==> config.mk <==
export PLATFORM = sky130hd
export DESIGN_NAME = temp_poller_flat
export DESIGN_NICKNAME = d
export VERILOG_FILES = /design/src/rtl/temp_pkg.sv /design/src/rtl/temp_poller_if.sv /design/src/rtl/sync2.sv /design/src/rtl/temp_poller.sv /design/src/flat_wrapper.sv
export SDC_FILE = /design/constraint.sdc
export NUM_CORES = 1
export LEC_CHECK = 0
export CAP_MARGIN = 0
export CORE_ASPECT_RATIO = 1.4
export CORE_MARGIN = 1.5
export CORE_UTILIZATION = 30
export DETAILED_ROUTE_END_ITERATION = 10
export HOLD_SLACK_MARGIN = 0.1
export RECOVER_POWER = 25
export SETUP_SLACK_MARGIN = 0.02
export SKIP_CTS_REPAIR_TIMING = 1
export SLEW_MARGIN = 20
export SYNTH_ARGS = -nofsm -noshare
export SYNTH_HDL_FRONTEND = slang
export SYNTH_SLANG_ARGS = --single-unit
==> constraint.sdc <==
create_clock -name clk_in -period 3.5 [get_ports clk_in]
set_clock_uncertainty 0.15 [all_clocks]
set_input_delay 0.7 -clock clk_in [delete_from_list [all_inputs] [get_ports clk_in]]
set_output_delay 0.7 -clock clk_in [all_outputs]
set_load 0.05 [all_outputs]
==> src/rtl/temp_pkg.sv <==
// Shared types and constants for the temperature poller.
// Holds the FSM state encoding and the sensor data format.
package temp_pkg;

   typedef enum logic [2:0] {
      IDLE,
      ARM,
      WAIT_BUSY,
      WAIT_DONE,
      CAPTURE
   } state_t;

   localparam logic [7:0] CMD_DEFAULT = 8'h50;

   // 0.0625 C per LSB, kept as micro-degrees to stay integer
   localparam int TEMP_LSB_UC = 62500;

   typedef logic signed [12:0] temp_t;

endpackage

==> src/rtl/temp_poller_if.sv <==
// Bus between the poller and the spi master beside it.
// The poller drives the request side, spi answers.
interface temp_poller_if #(
   parameter int BUFFER_BYTES = 4
) ();

   logic                          start_trans;
   logic                          trans_done;
   logic [BUFFER_BYTES*8-1:0]     in_bytes;
   logic [$clog2(BUFFER_BYTES):0] in_bytes_count;
   logic [$clog2(BUFFER_BYTES):0] out_bytes_count;
   logic [BUFFER_BYTES*8-1:0]     out_bytes;

   modport master (
      output start_trans,
      output in_bytes,
      output in_bytes_count,
      output out_bytes_count,
      input  trans_done,
      input  out_bytes
   );

   modport slave (
      input  start_trans,
      input  in_bytes,
      input  in_bytes_count,
      input  out_bytes_count,
      output trans_done,
      output out_bytes
   );

endinterface

==> src/rtl/sync2.sv <==
// Two-flop synchronizer for a single asynchronous level.
// Reset value is a parameter so idle-high lines stay idle.
module sync2 #(
   parameter logic RESET_VAL = 1'b0
) (
   input  logic clk_in,
   input  logic rst_n,
   input  logic d,
   output logic q
);

   logic meta;

   // shift the level through two flops
   always_ff @(posedge clk_in or negedge rst_n) begin
      if (!rst_n) begin
         meta <= RESET_VAL;
         q    <= RESET_VAL;
      end else begin
         meta <= d;
         q    <= meta;
      end
   end

endmodule

==> src/rtl/temp_poller.sv <==
// Periodic temperature poller driving a toggle-start spi master.
// Sends one read command, captures the 13-bit reading.
module temp_poller
   import temp_pkg::*;
#(
   parameter int         BUFFER_BYTES   = 4,
   parameter int         POLL_CYCLES    = 1000000,
   parameter int         TIMEOUT_CYCLES = 65536,
   parameter logic [7:0] CMD_BYTE       = CMD_DEFAULT
) (
   input  logic          clk_in,
   input  logic          rst_n,
   input  logic          enable,
   input  logic          trigger,
   temp_poller_if.master spi,
   output temp_t         temp_raw,
   output logic          temp_valid,
   output logic          busy,
   output logic          timeout_err
);

   localparam int PW = (POLL_CYCLES > 1) ? $clog2(POLL_CYCLES) : 1;
   localparam int TW = (TIMEOUT_CYCLES > 1) ? $clog2(TIMEOUT_CYCLES) : 1;
   localparam int CW = $clog2(BUFFER_BYTES) + 1;
   localparam logic [PW-1:0] P_LAST = PW'(POLL_CYCLES - 1);
   localparam logic [TW-1:0] T_LAST = TW'(TIMEOUT_CYCLES - 1);
   localparam logic [BUFFER_BYTES*8-1:0] TX = (BUFFER_BYTES*8)'(CMD_BYTE);

   state_t        state, state_nx;
   logic [PW-1:0] pcnt, pcnt_nx;
   logic [TW-1:0] tcnt, tcnt_nx;
   logic          start, start_nx;
   temp_t         raw_nx;
   logic          valid_nx;
   logic          err_nx;
   logic          done_s;
   logic          tmo;
   logic          unused_bits;

   assign spi.in_bytes        = TX;
   assign spi.in_bytes_count  = CW'(1);
   assign spi.out_bytes_count = CW'(2);
   assign spi.start_trans     = start;
   assign busy                = (state != IDLE);
   assign tmo                 = (tcnt == T_LAST);
   assign unused_bits         = ^spi.out_bytes;

   sync2 #(
      .RESET_VAL (1'b1)
   ) u_sync (
      .clk_in (clk_in),
      .rst_n  (rst_n),
      .d      (spi.trans_done),
      .q      (done_s)
   );

   // state, counters and registered outputs
   always_ff @(posedge clk_in or negedge rst_n) begin
      if (!rst_n) begin
         state       <= IDLE;
         pcnt        <= '0;
         tcnt        <= '0;
         start       <= 1'b0;
         temp_raw    <= '0;
         temp_valid  <= 1'b0;
         timeout_err <= 1'b0;
      end else begin
         state       <= state_nx;
         pcnt        <= pcnt_nx;
         tcnt        <= tcnt_nx;
         start       <= start_nx;
         temp_raw    <= raw_nx;
         temp_valid  <= valid_nx;
         timeout_err <= err_nx;
      end
   end

   // poll sequencing: launch, follow spi idle level, capture
   always_comb begin
      state_nx = state;
      pcnt_nx  = pcnt;
      tcnt_nx  = tcnt;
      start_nx = start;
      raw_nx   = temp_raw;
      valid_nx = 1'b0;
      err_nx   = timeout_err;
      unique case (state)
         IDLE: begin
            tcnt_nx = '0;
            if (trigger || (enable && pcnt == P_LAST)) begin
               state_nx = ARM;
               pcnt_nx  = '0;
            end else if (enable) begin
               pcnt_nx = pcnt + 1'b1;
            end else begin
               pcnt_nx = '0;
            end
         end
         ARM: begin
            if (done_s) begin
               start_nx = ~start;
               state_nx = WAIT_BUSY;
               tcnt_nx  = '0;
            end else if (tmo) begin
               err_nx   = 1'b1;
               state_nx = IDLE;
            end else begin
               tcnt_nx = tcnt + 1'b1;
            end
         end
         WAIT_BUSY: begin
            if (!done_s) begin
               state_nx = WAIT_DONE;
               tcnt_nx  = '0;
            end else if (tmo) begin
               err_nx   = 1'b1;
               state_nx = IDLE;
            end else begin
               tcnt_nx = tcnt + 1'b1;
            end
         end
         WAIT_DONE: begin
            if (done_s) begin
               state_nx = CAPTURE;
            end else if (tmo) begin
               err_nx   = 1'b1;
               state_nx = IDLE;
            end else begin
               tcnt_nx = tcnt + 1'b1;
            end
         end
         CAPTURE: begin
            raw_nx   = temp_t'(spi.out_bytes[15:3]);
            valid_nx = 1'b1;
            err_nx   = 1'b0;
            state_nx = IDLE;
         end
         default: state_nx = IDLE;
      endcase
   end

endmodule

==> src/flat_wrapper.sv <==
// flat-port wrapper written by rule: the top's interface ports become plain ports
module temp_poller_flat import temp_pkg::*;
#(
   parameter int         BUFFER_BYTES   = 4,
   parameter int         POLL_CYCLES    = 1000000,
   parameter int         TIMEOUT_CYCLES = 65536,
   parameter logic [7:0] CMD_BYTE       = CMD_DEFAULT
)
  (clk_in, rst_n, enable, trigger, temp_raw, temp_valid, busy, timeout_err, spi_start_trans, spi_in_bytes, spi_in_bytes_count, spi_out_bytes_count, spi_trans_done, spi_out_bytes);
  temp_poller_if #(.BUFFER_BYTES(BUFFER_BYTES)) spi_i ();
  input  logic clk_in;
  input  logic rst_n;
  input  logic enable;
  input  logic trigger;
  output temp_t temp_raw;
  output logic temp_valid;
  output logic busy;
  output logic timeout_err;
  output wire logic [$bits(spi_i.start_trans)-1:0] spi_start_trans;
  output wire logic [$bits(spi_i.in_bytes)-1:0] spi_in_bytes;
  output wire logic [$bits(spi_i.in_bytes_count)-1:0] spi_in_bytes_count;
  output wire logic [$bits(spi_i.out_bytes_count)-1:0] spi_out_bytes_count;
  input wire logic [$bits(spi_i.trans_done)-1:0] spi_trans_done;
  input wire logic [$bits(spi_i.out_bytes)-1:0] spi_out_bytes;
  assign spi_start_trans = spi_i.start_trans;
  assign spi_in_bytes = spi_i.in_bytes;
  assign spi_in_bytes_count = spi_i.in_bytes_count;
  assign spi_out_bytes_count = spi_i.out_bytes_count;
  assign spi_i.trans_done = spi_trans_done;
  assign spi_i.out_bytes = spi_out_bytes;
  temp_poller #(.BUFFER_BYTES(BUFFER_BYTES), .POLL_CYCLES(POLL_CYCLES), .TIMEOUT_CYCLES(TIMEOUT_CYCLES), .CMD_BYTE(CMD_BYTE)) u_core (.clk_in(clk_in), .rst_n(rst_n), .enable(enable), .trigger(trigger), .spi(spi_i), .temp_raw(temp_raw), .temp_valid(temp_valid), .busy(busy), .timeout_err(timeout_err));
endmodule
==> impl_metrics.ini, run 1 <==
[critical_path]
cp.arrival_ps = 2000
worst_setup_path_start_kind = flop
r2r-start = u_core.state[1]
crit_type = reg2out
worstPathCellList = or3_1 > clkdlybuf4s50_1
path_max_fanout = 10
critPathMaxStageDelay_ps = 740
crit_required_ps = 2650
crit_path_top_delay_cell = clkdlybuf4s50_1
end_kind = output port
ff2ff_setup_slack_ps = 1090
cp_num_buf_inv = 1
critPathTopFamily = buffers and inverters
reg2reg_to = u_core.pcnt[14]
rr_worst_depth = 7

[timing]
finalSetupViolations = 0
rsz0062_at_grt = false
finalCriticalPeriod_ps = 2850
max_freq_mhz = 351
relSlewSlack = -0.211
holdWs_ps = 208
tightest_slew_ps = 1820
hold_viol_final = 0
timing.final.crit_share = 0.813
finalMaxSlewViolations = 36
setup_tns_ps = 0
setup_ws_ps = 654

[die]
fp-row-count = 44
io_pins = 92
die_area_mm2 = 0.0114
initial_utilization = 0.310
core-area_mm2 = 0.0104
die_h_um = 126
die_w_um = 90.7

[clocking]
cts-buffers-inserted = 9
cts_tree = done
clkSinkCount = 57
cts-root-buf = clkbuf_16
cts.clk_slew.worst_paths_ps = 50
htree_levels = 3
clock_latency_ps = 320
clk_path_buf_depth = 2

[routing]
drc_errors = 0
avgRoutedWirePerCell_um = 12.9
ant_nets = 0
routed_via_density = 4.88
vias = 2582
wl_um = 6820
first_iter_violations = 154
drtPass1Iterations = 4

[synth]
synth_commonest_cells = dfrtp_1, buf_4, nand2_1
syn_area_per_cell_um2 = 9.20
yosysSeqAreaShare = 0.443
synth_top_family_by_area = simple AND/OR/NAND/NOR gates
ys.flop_type = dfrtp_1
yosys.area.top_type = dfrtp_1
synthAdderAreaFrac = 0.00775
netlist_area_mm2 = 0.00323
synth_warnings = 0
synth.most_common_cell = dfrtp_1
synth_area_leaders = dfrtp_1, buf_4, mux2_2
synth_top_cell_area_share = 0.426
synth_edf_count = 0
async_reset_ff_frac = 1.00
synth_cell_type_count = 52
postSynthCellCount = 351
synthMuxAreaShare = 0.0453
synth_compound_area_frac = 0.120
yosys.area_share.simple = 0.232
yosys.area_share.xor_xnor = 0.0217
ys_seq_elements = 57

[global_route]
antenna_found_initial = 0
grt_max_degree = 36
grt.overflow.total = 0
grt_pass1_vias = 2577
grt_pass1_wl_um = 11900
track_usage = 0.127

[placement]
gp_congestion = 0.831
detailed_place_hpwl_um = 4790
io_buffer_count = 34
dp_cells = 513
place_ws_ps = 747

[finish]
nets = 425
fin_cells = 529
drive_above_1_share = 0.141
multiInputGateArea_mm2 = 0.00153
syn_to_final_growth_pct = 19.8
n_antenna_cell = 0
fill_cells = 1040
final_util = 0.372
seqCellArea_mm2 = 0.00143

[hold_path]
hold_depth = 0
hp-start = u_core.u_sync.meta
min_path_type = reg2reg
whs_endpoint = u_core.u_sync.q

[power_and_ir_drop]
peakVddDrop_v = 0.000304
leakage_nw = 1.56
power_density_mw_per_mm2 = 711

[run_status]
status = finished with violations
violations = capacitance limit, slew limit

[run]
drv_cap = 1
-- cell type report --
class | instances | area share
Sequential cell | 57 | 0.370
Multi-Input combinational cell | 262 | 0.396
Tap cell | 138 | 0.0447
Timing Repair Buffer | 43 | 0.104
Clock buffer | 11 | 0.0654
Inverter | 13 | 0.0126
Clock inverter | 5 | 0.00777
-- stage by stage --
| stage | power [W] | cell area (um^2) |
|---|---|---|
| finish | 0.00275 | 3870 |
| global route | 0.00291 | 3870 |
| CTS | 0.00279 | 3870 |
| detailed placement | 0.00196 | 3580 |
| global placement | 0.00195 | 3580 |
| floorplan | 0.00168 | 3360 |
-- worst max path at each step --
stage | start | endpoint | slack [ps] | cells past startpoint
CTS | u_core.state[1] | busy | 630 | 2
detailed placement | enable | u_core.pcnt[3] | 750 | 7
finish | u_core.state[1] | busy | 650 | 2
global route | u_core.state[1] | busy | 590 | 2
floorplan | u_core.state[2] | busy | 1140 | 4
global placement | enable | u_core.pcnt[13] | 760 | 7
-- flip-flops by register name, indices dropped and copies added, names as in the netlist --
| register | cells |
|---|---|
| u_core.temp_valid | 1 |
| u_core.tcnt | 16 |
| u_core.u_sync.meta | 1 |
| u_core.u_sync.q | 1 |
| u_core.spi.start_trans | 1 |
| u_core.pcnt | 20 |
| u_core.temp_raw | 13 |
| u_core.timeout_err | 1 |
| u_core.state | 3 |
-- metal layers --
layer / share of wire / GRT usage
met1: 0.42 / 0.143
met2: 0.53 / 0.221
met3: 0.033 / 0.0386
met4: 0.017 / 0.0542
met5: 0 / 0
-- cell usage in the layout, fill, tap and decap left out, types with 3 or more instances in the layout --
cell and instances:
nor4_1 7, nor3_1 8, nand2_1 27, o21ai_0 19
conb_1 38, clkdlybuf4s50_1 32, nand2b_1 4, clkinv_2 3
and3_1 4, nor2_1 19, or4b_1 3, clkbuf_16 9
inv_1 13, buf_4 9, nand4_1 13, a31oi_1 4
nand3_1 19, a21oi_1 23, or4_1 3, xnor2_1 7
or3_2 8, mux2_2 13, dfrtp_1 55, or3_1 7
o311ai_0 4
-- cells by family (layout without fill, tap and decap cells) --
logic type / count (synthesis) / in the layout
buffers and inverters: 68 / 72
adders and majority gates: 2 / 2
AOI/OAI and AO/OA: 65 / 65
DFF: 57 / 57
muxes: 13 / 13
xor gates and xnor gates: 8 / 8
and+or+nand+nor: 136 / 136
other: 2 / 38
-- power by group --
part           total, W  internal (W)  switching, W
Clock          0.000806      0.000512      0.000294
Combinational   0.00104      0.000345      0.000694
Sequential     0.000905      0.000789      0.000116
Note: power is estimated with default switching activity, not from simulation.
==> run 2: changes to the inputs <==
- clock period: 3.5 -> 2.78 ns (I/O delays scaled with it)
==> run 2 against run 1 <==
Against the previous run: the flow now finishes without violations; first-iteration DRC count down 7.8%; final cell count up 0.19%; die area unchanged; clock power up 25%; core utilization up 0.084 points; cell area up 0.23%; global-route usage about the same; non-clock buffer count up 1; hold slack better by 7.6 ps; largest cell class unchanged; largest power group unchanged.
==> impl_metrics.ini, run 2 (synthesis gave the netlist of run 1 again) <==
[timing]
finalCriticalPeriod_ps = 2360
tightest_slew_ps = 1440
finalSetupViolations = 0
finalMaxSlewViolations = 0
rsz0062_at_grt = false
relSlewSlack = 0.0412
holdWs_ps = 216
setup_tns_ps = 0
hold_viol_final = 0
max_freq_mhz = 425
timing.final.crit_share = 0.847

[hold_path]
min_path_type = reg2reg
hold_depth = 0
hp-start = u_core.u_sync.meta
whs_endpoint = u_core.u_sync.q

[finish]
drive_above_1_share = 0.143
nets = 426
top_regs = u_core.pcnt x20, u_core.tcnt x16, u_core.temp_raw x13
layout_common_cells = dfrtp_1, conb_1, clkdlybuf4s50_1
fill_cells = 1059
largest_reg_flops = 20
syn_to_final_growth_pct = 20.0
multiInputGateArea_mm2 = 0.00153
seqCellArea_mm2 = 0.00143
n_antenna_cell = 0
fin_cells = 530
top_register = u_core.pcnt
final_common_cell = dfrtp_1

[power_and_ir_drop]
leakage_nw = 1.58
peakVddDrop_v = 0.000352
power_density_mw_per_mm2 = 898

[die]
fp-row-count = 44
io_pins = 92
die_h_um = 126
die_area_mm2 = 0.0114
initial_utilization = 0.310
die_w_um = 90.7
core-area_mm2 = 0.0104

[critical_path]
crit_required_ps = 2070
critPathMaxStageDelay_ps = 470
crit_path_top_delay_cell = dfrtp_1
path_max_fanout = 24
rr_worst_depth = 6
cp.arrival_ps = 1650
r2r-start = u_core.u_sync.q
reg2reg_to = u_core.tcnt[12]
end_kind = output port
worstPathCellList = or3_1 > buf_4 > buf_12
crit_type = reg2out
ff2ff_setup_slack_ps = 570
worst_setup_path_start_kind = flop

[clocking]
clkSinkCount = 57
cts-root-buf = clkbuf_16
cts-buffers-inserted = 9
htree_levels = 3
cts_tree = done
cts.clk_slew.worst_paths_ps = 50
clk_path_buf_depth = 2
clock_latency_ps = 330

[global_route]
grt_max_degree = 58
grt_pass1_wl_um = 11800
grt.overflow.total = 0
antenna_found_initial = 0
track_usage = 0.128
grt_pass1_vias = 2569

[routing]
vias = 2605
drtPass1Iterations = 4
wl_um = 6890
ant_nets = 0
drc_errors = 0
avgRoutedWirePerCell_um = 13.0
routed_via_density = 4.92
first_iter_violations = 142

[run_status]
status = complete, no violations

[run]
drv_cap = 0

[placement]
io_buffer_count = 34
detailed_place_hpwl_um = 4720
gp_congestion = 0.840
dp_cells = 514
[run 2: cell count changes in the layout (fill, tap and decap cells not counted), sizes merged]
cell           change
clkbuf             +2
buf                +2
clkdlybuf4s50      -1
clkinvlp           -2
[run 2: report_power, final]
group | switching [W] | leakage (nW) | internal (W)
registers | 0.000148 | 0.756 | 0.000994
clock network | 0.000368 | 0.139 | 0.000646
logic | 0.000872 | 0.682 | 0.000453
[run 2: cell type report]
cell class | instances | area share
Tap cell | 138 | 0.0446
Clock inverter | 3 | 0.00387
Inverter | 13 | 0.0126
Clock buffer | 13 | 0.0672
Sequential cell | 57 | 0.369
Timing Repair Buffer | 44 | 0.108
Multi-Input combinational cell | 262 | 0.395
[run 2: how the worst max path moves through the flow]
stage	depth (start not counted)	to	start
3_5_place_dp	7	u_core.pcnt[16]	enable
3_3_place_gp	7	u_core.pcnt[4]	enable
4_1_cts	3	busy	u_core.state[1]
2_1_floorplan	4	busy	u_core.state[2]
6_report	3	busy	u_core.state[1]
5_1_grt	3	busy	u_core.state[1]
[run 2: layer usage]
metal	GRT usage	vias to the layer above	routed length, um
li1	-	1256	-
met1	0.145	1271	2840
met2	0.219	60	3620
met3	0.0380	18	268
met4	0.0570	0	165
met5	0	-	0
[run 2: per-stage QoR]
stage / worst slack (ps) / power (W) / util / cell area [um^2]
floorplan: 560 / 0.00211 / - / 3360
global placement: 317 / 0.00246 / 0.346 / 3600
detailed placement: 300 / 0.00249 / 0.346 / 3600
CTS: 409 / 0.00353 / 0.373 / 3880
global route: 329 / 0.00368 / 0.372 / 3870
finish: 425 / 0.00348 / 0.372 / 3870
[run 2: worst max-delay path, delay by kind of cell, from the launching register on]
kind                   cells  cell delay (ps)
buffers and inverters      2              420
flip-flops                 1              470
AND/OR/NAND/NOR            1              430
